**src/rtl/xm23_mem_pkg.sv**
```systemverilog
// Shared types and constants for the XM23 memory bus-interface controller.
// Holds the controller state encoding, read/write codes and the wait-state limit.
package xm23_mem_pkg;

  typedef enum logic [1:0] {
    IDLE   = 2'd0,
    ACCESS = 2'd1,
    WAIT   = 2'd2,
    RESP   = 2'd3
  } state_e;

  localparam logic RW_READ  = 1'b0;
  localparam logic RW_WRITE = 1'b1;

  localparam int WAIT_STATES_MAX = 15;

  // Byte reads return the low RAM byte zero-extended; word reads join both halves.
  function automatic logic [15:0] pack_rdata(input logic       byte_acc,
                                             input logic [7:0] ub,
                                             input logic [7:0] lb);
    return byte_acc ? {8'h00, lb} : {ub, lb};
  endfunction

endpackage

```
**src/rtl/xm23_wait_timer.sv**
```systemverilog
// Loadable 4-bit down-counter used to time the WAIT state of xm23_mem_ctrl.
// zero_o flags an expired count; last_o flags the final counted cycle.
module xm23_wait_timer (
  input  logic       clk,
  input  logic       rst,
  input  logic       load,
  input  logic [3:0] load_val,
  input  logic       dec,
  output logic       zero_o,
  output logic       last_o
);

  logic [3:0] cnt_q, cnt_d;

  always_comb begin
    cnt_d = cnt_q;
    if (load) begin
      cnt_d = load_val;
    end else if (dec && (cnt_q != 4'd0)) begin
      cnt_d = cnt_q - 4'd1;
    end
  end

  always_ff @(posedge clk or posedge rst) begin
    if (rst) begin
      cnt_q <= 4'd0;
    end else begin
      cnt_q <= cnt_d;
    end
  end

  assign zero_o = (cnt_q == 4'd0);
  assign last_o = (cnt_q == 4'd1);

endmodule

```
**src/rtl/xm23_mem_ctrl.sv**
```systemverilog
// XM23 CPU-to-RAM bus-interface stage: one word/byte access per transaction, optional wait states.
// Build option MEM_ALIGN_FAULT_EN: odd word accesses raise fault instead of being forced even.
module xm23_mem_ctrl
  import xm23_mem_pkg::*;
#(
  parameter int WAIT_STATES = 0,
  parameter int ADDR_W      = 16
) (
  input  logic              clk,
  input  logic              rst,
  input  logic              req,
  input  logic              rw,
  input  logic              byte_en,
  input  logic [ADDR_W-1:0] addr,
  input  logic [15:0]       wdata,
  output logic              busy,
  output logic              done,
  output logic [15:0]       rdata,
  output logic              fault,
  output logic [ADDR_W-1:0] mem_lb_addr,
  output logic [ADDR_W-1:0] mem_ub_addr,
  output logic [7:0]        mem_lb_wdata,
  output logic [7:0]        mem_ub_wdata,
  output logic              mem_lb_we,
  output logic              mem_ub_we,
  input  logic [7:0]        mem_lb_rdata,
  input  logic [7:0]        mem_ub_rdata
);

  localparam logic [3:0]        WS4      = 4'(WAIT_STATES);
  localparam logic [ADDR_W-1:0] ADDR_ONE = ADDR_W'(1);

  state_e            state_q, state_d;
  logic              rw_q, rw_d;
  logic              byte_q, byte_d;
  logic [ADDR_W-1:0] addr_q, addr_d;
  logic [15:0]       wdata_q, wdata_d;
  logic [15:0]       rdata_q, rdata_d;
  logic              done_q, done_d;

  logic [ADDR_W-1:0] addr_acc;
  logic              align_fault;
  logic              tmr_load, tmr_dec, tmr_zero, tmr_last;

`ifdef MEM_ALIGN_FAULT_EN
  logic fault_q, fault_d;
  assign align_fault = ~byte_en & addr[0];
`else
  assign align_fault = 1'b0;
`endif

  xm23_wait_timer u_wait_timer (
    .clk      (clk),
    .rst      (rst),
    .load     (tmr_load),
    .load_val (WS4),
    .dec      (tmr_dec),
    .zero_o   (tmr_zero),
    .last_o   (tmr_last)
  );

  always_comb begin
    addr_acc = addr;
`ifndef MEM_ALIGN_FAULT_EN
    // Word accesses always use the even byte of the pair.
    if (!byte_en) addr_acc[0] = 1'b0;
`endif
  end

  always_comb begin
    state_d  = state_q;
    rw_d     = rw_q;
    byte_d   = byte_q;
    addr_d   = addr_q;
    wdata_d  = wdata_q;
    rdata_d  = rdata_q;
    done_d   = 1'b0;
    tmr_load = 1'b0;
    tmr_dec  = 1'b0;
`ifdef MEM_ALIGN_FAULT_EN
    fault_d  = 1'b0;
`endif
    unique case (state_q)
      IDLE: begin
        if (req) begin
          if (align_fault) begin
            done_d  = 1'b1;
`ifdef MEM_ALIGN_FAULT_EN
            fault_d = 1'b1;
`endif
          end else begin
            rw_d    = rw;
            byte_d  = byte_en;
            addr_d  = addr_acc;
            wdata_d = wdata;
            state_d = ACCESS;
          end
        end
      end
      ACCESS: begin
        tmr_load = 1'b1;
        state_d  = (WS4 == 4'd0) ? RESP : WAIT;
      end
      WAIT: begin
        tmr_dec = 1'b1;
        if (tmr_last || tmr_zero) state_d = RESP;
      end
      RESP: begin
        if (rw_q == RW_READ) begin
          rdata_d = pack_rdata(byte_q, mem_ub_rdata, mem_lb_rdata);
        end
        done_d  = 1'b1;
        state_d = IDLE;
      end
      default: state_d = IDLE;
    endcase
  end

  always_ff @(posedge clk or posedge rst) begin
    if (rst) begin
      state_q <= IDLE;
      rw_q    <= RW_READ;
      byte_q  <= 1'b0;
      addr_q  <= '0;
      wdata_q <= 16'h0000;
      rdata_q <= 16'h0000;
      done_q  <= 1'b0;
    end else begin
      state_q <= state_d;
      rw_q    <= rw_d;
      byte_q  <= byte_d;
      addr_q  <= addr_d;
      wdata_q <= wdata_d;
      rdata_q <= rdata_d;
      done_q  <= done_d;
    end
  end

`ifdef MEM_ALIGN_FAULT_EN
  always_ff @(posedge clk or posedge rst) begin
    if (rst) begin
      fault_q <= 1'b0;
    end else begin
      fault_q <= fault_d;
    end
  end
  assign fault = fault_q;
`else
  assign fault = 1'b0;
`endif

  // RAM side is driven only while a transaction is in flight, so reset clears it at once.
  assign busy         = (state_q != IDLE);
  assign done         = done_q;
  assign rdata        = rdata_q;
  assign mem_lb_addr  = busy ? addr_q : '0;
  assign mem_ub_addr  = busy ? (addr_q + ADDR_ONE) : '0;
  assign mem_lb_wdata = (busy && (rw_q == RW_WRITE)) ? wdata_q[7:0]  : 8'h00;
  assign mem_ub_wdata = (busy && (rw_q == RW_WRITE)) ? wdata_q[15:8] : 8'h00;
  assign mem_lb_we    = (state_q == ACCESS) && (rw_q == RW_WRITE);
  assign mem_ub_we    = (state_q == ACCESS) && (rw_q == RW_WRITE) && !byte_q;

endmodule

```
**config.mk**
```make
export PLATFORM = sky130hd
export DESIGN_NAME = xm23_mem_ctrl
export DESIGN_NICKNAME = d
export VERILOG_FILES = /design/src/rtl/xm23_mem_pkg.sv /design/src/rtl/xm23_wait_timer.sv /design/src/rtl/xm23_mem_ctrl.sv
export SDC_FILE = /design/constraint.sdc
export NUM_CORES = 1
export LEC_CHECK = 0
export CAP_MARGIN = 30
export CORE_AREA = 3 3 109 80
export CTS_CLUSTER_DIAMETER = 30
export CTS_CLUSTER_SIZE = 8
export DETAILED_ROUTE_END_ITERATION = 10
export DIE_AREA = 0 0 112 83
export HOLD_SLACK_MARGIN = 0.06
export MAX_ROUTING_LAYER = met4
export PLACE_DENSITY = 0.75
export SYNTH_ARGS = -nofsm -noshare
export SYNTH_HDL_FRONTEND = slang
export SYNTH_HIERARCHICAL = 1
export SYNTH_SLANG_ARGS = --single-unit
```
**constraint.sdc**
```tcl
create_clock -name clk -period 1.8 [get_ports clk]
set_input_delay 0.27 -clock clk [delete_from_list [all_inputs] [get_ports clk]]
set_output_delay 0.27 -clock clk [all_outputs]
set_load 0.05 [all_outputs]
```
==> results of run 1 <==
synth_stat cells:
| master | n | area share, % |
|---|---|---|
| nand2b_1 | 9 | 1.9 |
| dfrtp_1 | 57 | 48 |
| nor4b_2 | 1 | 0.50 |
| a2bb2oi_1 | 1 | 0.29 |
| a221o_1 | 1 | 0.34 |
| a31oi_1 | 1 | 0.21 |
| nand2_1 | 17 | 2.1 |
| nand4_2 | 2 | 0.84 |
| nand3_4 | 1 | 0.59 |
| or3_1 | 3 | 0.63 |
| buf_2 | 7 | 1.2 |
| xnor2_1 | 2 | 0.59 |
| xor2_1 | 1 | 0.29 |
| clkinv_1 | 1 | 0.13 |
| a21oi_1 | 5 | 0.84 |
| buf_4 | 1 | 0.25 |
| nand3_1 | 4 | 0.67 |
| clkbuf_1 | 3 | 0.38 |
| nor3b_1 | 2 | 0.50 |
| mux2_2 | 50 | 19 |
| mux2i_1 | 1 | 0.34 |
| inv_1 | 11 | 1.4 |
| a21o_1 | 1 | 0.25 |
| and4b_2 | 1 | 0.38 |
| o21ai_0 | 12 | 2.0 |
| ha_1 | 7 | 2.9 |
| and2_1 | 17 | 3.6 |
| nand4_1 | 1 | 0.21 |
| or3b_4 | 1 | 0.38 |
| nor4_2 | 4 | 1.7 |
| nor3_1 | 5 | 0.84 |
| nand2_2 | 1 | 0.21 |
| nor2b_1 | 16 | 3.4 |
| nand3_2 | 1 | 0.34 |
| nor2_1 | 17 | 2.1 |
| conb_1 | 1 | 0.13 |
| buf_1 | 1 | 0.13 |
| o21ai_1 | 3 | 0.50 |
registers in the layout, summed over array words and instances (netlist names):
register            cells
u_wait_timer/cnt_q      4
state_q                 2
done                    1
rdata                  16
rw_q                    1
byte_q                  1
addr_q                 16
wdata_q                16
stage by stage:
stage | hold slack [ps] | TNS [ps] | instance area, um2 | cells | util (%)
after floorplan | 36.1 | -1160 | 3180 | 274 | -
after global placement | 465 | -35.1 | 4840 | 513 | 62.6
after detailed placement | 474 | -56.7 | 4840 | 513 | 62.6
after CTS | 147 | -8560 | 5630 | 543 | 72.8
after global routing | 167 | -11270 | 5820 | 551 | 75.2
final | 160 | -7780 | 5820 | 551 | 75.2
path summary, 6_finish.rpt:
check                                             startpoint                                end  slack [ps]  cells after the start
setup reg to reg           u_wait_timer/cnt_q[0]$_DFFE_PP0P_             state_q[1]$_DFFE_PP0P_          40                      7
max in group asynchronous                                rst             addr_q[12]$_DFFE_PP0P_        1210                      3
setup / recovery                       addr_q[1]$_DFFE_PP0P_                     mem_ub_addr[9]        -370                      6
hold / removal                                           rst  u_wait_timer/cnt_q[3]$_DFFE_PP0P_         160                      2
hold reg to reg                        rdata[10]$_DFFE_PP0P_              rdata[10]$_DFFE_PP0P_         480                      2
min in group clk                       rdata[10]$_DFFE_PP0P_              rdata[10]$_DFFE_PP0P_         480                      2
timing repair:
action / 4_1_cts / 5_1_grt
setup endpoints to repair: 49 / 63
pin swaps: 21 / 6
cloned: 4 / 0
buffers inserted: 10 / 9
gates resized for setup: 93 / 44
final cells by class:
| class | instances | area, um2 | share of cell area (%) |
|---|---|---|---|
| Sequential cell | 57 | 1430 | 24.6 |
| Clock buffer | 10 | 138 | 2.37 |
| Timing Repair Buffer | 172 | 2080 | 35.7 |
| Clock inverter | 6 | 91.3 | 1.57 |
| Multi-Input combinational cell | 193 | 1910 | 32.9 |
| Tap cell | 101 | 126 | 2.17 |
| Inverter | 12 | 45.0 | 0.774 |
per-layer routing:
layer	part of all wire, %	wire length (um)
met1	43	4020
met2	50	4700
met3	5.4	506
met4	1.5	136
met5	0	0
worst max-delay path: cells and delay by family, from the launching register on:
kind          cells  cell delay [ps]
buf+inv           3              510
flops             1              400
mux               1              360
simple gates      2              280
cells by family (layout without fill, tap and decap cells):
group / after synthesis / after routing
AOI/OAI and AO/OA: 24 / 24
xor gates and xnor gates: 3 / 3
adders and majority gates: 7 / 7
buffers and inverters: 24 / 200
DFF: 57 / 57
muxes: 51 / 51
other: 1 / 5
and+or+nand+nor: 103 / 103
==> flow_summary.yaml, run 1 <==
global_route:
  grt_use_met3_pct: 6.34
  antenna_found_initial: 0
  globalRouteOverflowTotal: 0
  top_usage_layer: "met2"
  grt_pass1_vias: 2791
  met2_usage_pct: 33.7
  grt_max_degree: 54
  track_usage_pct: 20.7
  met1_usage_pct: 25.7
  grt_pass1_wl_um: 14800
critical_path:
  cp_data_arrival_time_ps: 1900
  end_kind: "output port"
  start_kind: "flop"
  worst_path_max_delay_cell: "dfrtp_1"
  cp.required_ps: 1530
  cp_common_cell: "buf_4"
  path_class: "reg2out"
  crit_fanout: 4
  path_cells: "buf_4 > nand4_4 > buf_4 > nor3_4 > mux2_2 > buf_6"
  max_stage_delay_ps: 400
detailed_routing:
  routed_via_density: 4.80
  avgRoutedWirePerCell_um: 17.0
  wl_um: 9360
  first_pass_iters: 4
  dr.first_iter.drc_count: 85
  postRouteAntennaNets: 0
  vias: 2646
  drcViolationCount: 0
clock_network:
  clk_latency_ps: 330
  clk_pin_slew_ps: 70
  tritoncts: "yes"
  clockRootBuffer: "clkbuf_8"
  cts_hold_buffers: 0
  clock_sinks: 57
  clock_path_buffers: 2
  htree_levels: 3
  cts-buffers-inserted: 9
logic_synthesis:
  synthSimpleGateAreaFrac_pct: 20.9
  synth_xor_area_share_pct: 0.883
  synthCells: 270
  yosys_warnings: 6
  synthMuxAreaShare_pct: 19.3
  synth_cell_types: 38
  synth_area_um2: 2970
  ys_ff_latch: 57
  synth_compound_area_share_pct: 4.46
  synthAdderAreaFrac_pct: 2.94
  syn_area_per_cell_um2: 11.0
  ys_seq_area_share_pct: 48.0
  synth_top_family_by_area: "simple AND/OR/NAND/NOR gates"
timing:
  worst_pin_slew_ps: 521
  finalSetupViolCount: 44
  rsz0062_at_grt: "true"
  period_needed_ps: 2170
  fin_crit_sh_pct: 121
  slew_viol_final: 0
  setup_ws_ps: -369
  hold_viol: 0
  finClkSkew_ps: 6.34
  slew-limit-headroom_pct: 65.2
  clock.fmax_ghz: 0.461
layout:
  area_growth_pct: 95.6
  num-fill-cells: 511
  layout_commonest_cell: "dfrtp_1"
  antenna_cells: 0
  drive_gt1_share_pct: 55.8
  finalNetCount: 505
  final_cell_mix: "dfrtp_1 (55), clkdlybuf4s50_1 (53), mux2_2 (43), buf_4 (39), buf_12 (27)"
die:
  core_area_um2: 7740
  initial_utilization_pct: 38.4
  die-area_um2: 9300
  fp.dieH_um: 83
  ios: 122
  num_rows: 27
  dieWidth_um: 112
placement:
  post-dp-hpwl_um: 5970
  place_ws_ps: -28.6
  portBuffers: 120
  routabilityCongestion: 0.867
status:
  status: "finished, violations left"
  violations: "setup timing"
min_path:
  min_path_type: "in2async"
job:
  maxCapViolCount: 0
Power of run 1 is left out: the tool's default activity adds up to more than one toggle a clock period on the data nets, which glitch-free logic cannot reach.
==> inputs of run 2 (changes only) <==
--- a/config.mk
+++ b/config.mk
@@ -6,14 +6,14 @@
 export NUM_CORES = 1
 export LEC_CHECK = 0
 export CAP_MARGIN = 30
-export CORE_AREA = 3 3 109 80
+export CORE_AREA = 3 3 117 74
 export CTS_CLUSTER_DIAMETER = 30
 export CTS_CLUSTER_SIZE = 8
 export DETAILED_ROUTE_END_ITERATION = 10
-export DIE_AREA = 0 0 112 83
+export DIE_AREA = 0 0 120 77
 export HOLD_SLACK_MARGIN = 0.06
 export MAX_ROUTING_LAYER = met4
-export PLACE_DENSITY = 0.75
+export PLACE_DENSITY = 0.76
 export SYNTH_ARGS = -nofsm -noshare
 export SYNTH_HDL_FRONTEND = slang
 export SYNTH_HIERARCHICAL = 1
==> flow_summary.yaml, run 2 (synthesis gave the netlist of run 1 again) <==
status:
  status: "finished, violations left"
  violations: "setup timing"
global_route:
  grt_pass1_vias: 2766
  track_usage_pct: 20.9
  globalRouteOverflowTotal: 0
  grt_max_degree: 54
  antenna_found_initial: 0
  grt_pass1_wl_um: 14600
clock_network:
  cts_hold_buffers: 0
  clockRootBuffer: "clkbuf_16"
  tritoncts: "yes"
  cts-buffers-inserted: 9
  clk_pin_slew_ps: 50
  htree_levels: 3
  clk_latency_ps: 320
  clock_path_buffers: 2
  clock_sinks: 57
detailed_routing:
  postRouteAntennaNets: 0
  vias: 2663
  drcViolationCount: 0
  avgRoutedWirePerCell_um: 17.6
  dr.first_iter.drc_count: 115
  first_pass_iters: 4
  routed_via_density: 4.76
  wl_um: 9830
layout:
  drive_gt1_share_pct: 55.7
  antenna_cells: 0
  layout_commonest_cell: "clkdlybuf4s50_1"
  area_growth_pct: 100
  num-fill-cells: 477
  final_cell_mix: "clkdlybuf4s50_1 (66), dfrtp_1 (52), mux2_2 (41), buf_4 (36), buf_12 (35)"
  finalNetCount: 506
  final_area_um2: 5960
  final_core_util_pct: 77.1
critical_path:
  path_class: "reg2out"
  cp.required_ps: 1530
  reg2reg_slack_ps: 0
  end_kind: "output port"
  path_cells: "ha_4 > nand3_4 > buf_6 > or3_4 > a21oi_4 > buf_12"
  worst_path_max_delay_cell: "dfrtp_2"
  crit_fanout: 5
  max_stage_delay_ps: 400
  reg2reg_depth: 8
  cp_data_arrival_time_ps: 1880
  start_kind: "flop"
placement:
  post-dp-hpwl_um: 6070
  routabilityCongestion: 0.840
  portBuffers: 120
  place_ws_ps: -97.7
  place_area_um2: 4910
die:
  initial_utilization_pct: 38.5
  num_rows: 25
  die-area_um2: 9240
  dieWidth_um: 120
  ios: 122
  fp.dieH_um: 77
  core_area_um2: 7730
timing:
  setup_ws_ps: -351
  fin_crit_sh_pct: 120
  worst_pin_slew_ps: 530
  slew-limit-headroom_pct: 64.5
  finalSetupViolCount: 40
  clock.fmax_ghz: 0.465
  finClkSkew_ps: 5.32
  period_needed_ps: 2150
  hold_slack_ps: 184
  slew_viol_final: 0
  hold_viol: 0
  rsz0062_at_grt: "true"
job:
  maxCapViolCount: 0
min_path:
  min_path_type: "in2async"
run 2: cell count changes in the layout (fill, tap and decap cells not counted), moves of 8 or more:
cell             delta
buf_8              -12
clkdlybuf4s50_1    +13
dlymetal6s2s_1     -12
clkbuf_8            -8
clkbuf_16           +9
buf_12              +8
run 2: layout make-up:
type                       instances  area, um2  share of cell area, %
timing repair buffer             172       2080                   34.9
multi-input combinational        194       1940                   32.5
sequential                        57       1430                   24.0
clock buffer                      11        253                   4.24
tap                              108        135                   2.27
clock inverter                     5       77.6                   1.30
inverter                          12       45.0                  0.756
run 2: per-stage QoR:
step | TNS, ps | instances
floorplan | -1160 | 274
global placement | -73.0 | 519
detailed placement | -209 | 519
CTS | -5160 | 550
global route | -9720 | 559
finish | -6070 | 559
run 2: worst max-delay path: cells and delay by family, from the launching register on:
kind	cells	cell delay (ps)
and+or+nand+nor	2	510
AOI/OAI and AO/OA	1	160
buffers and inverters	2	320
adders and majority gates	1	160
DFF	1	400
run 2: final timing paths:
path / startpoint / endpoint
hold / removal: rst / u_wait_timer/cnt_q[1]$_DFFE_PP0P_
setup / recovery: addr_q[0]$_DFFE_PP0P_ / mem_ub_addr[6]
setup reg to reg: state_q[0]$_DFFE_PP0P_ / addr_q[7]$_DFFE_PP0P_
hold reg to reg: rdata[12]$_DFFE_PP0P_ / rdata[12]$_DFFE_PP0P_
min in group clk: rdata[12]$_DFFE_PP0P_ / rdata[12]$_DFFE_PP0P_
max in group asynchronous: rst / addr_q[12]$_DFFE_PP0P_
run 2: timing repair:
action / 4_1_cts / 5_1_grt
pin swaps: 21 / 7
cloned: 4 / 1
setup endpoints to repair: 45 / 53
gates resized for setup: 75 / 44
buffers inserted: 11 / 10
run 2: metal layers:
metal	track usage (%)	vias to the layer above	share of wire (%)
met5	-	-	0
met4	6.63	0	1.2
met3	6.12	12	6.1
met2	32.7	95	49
met1	26.2	1288	44
li1	-	1268	-
Power of run 2 is left out for the same reason.
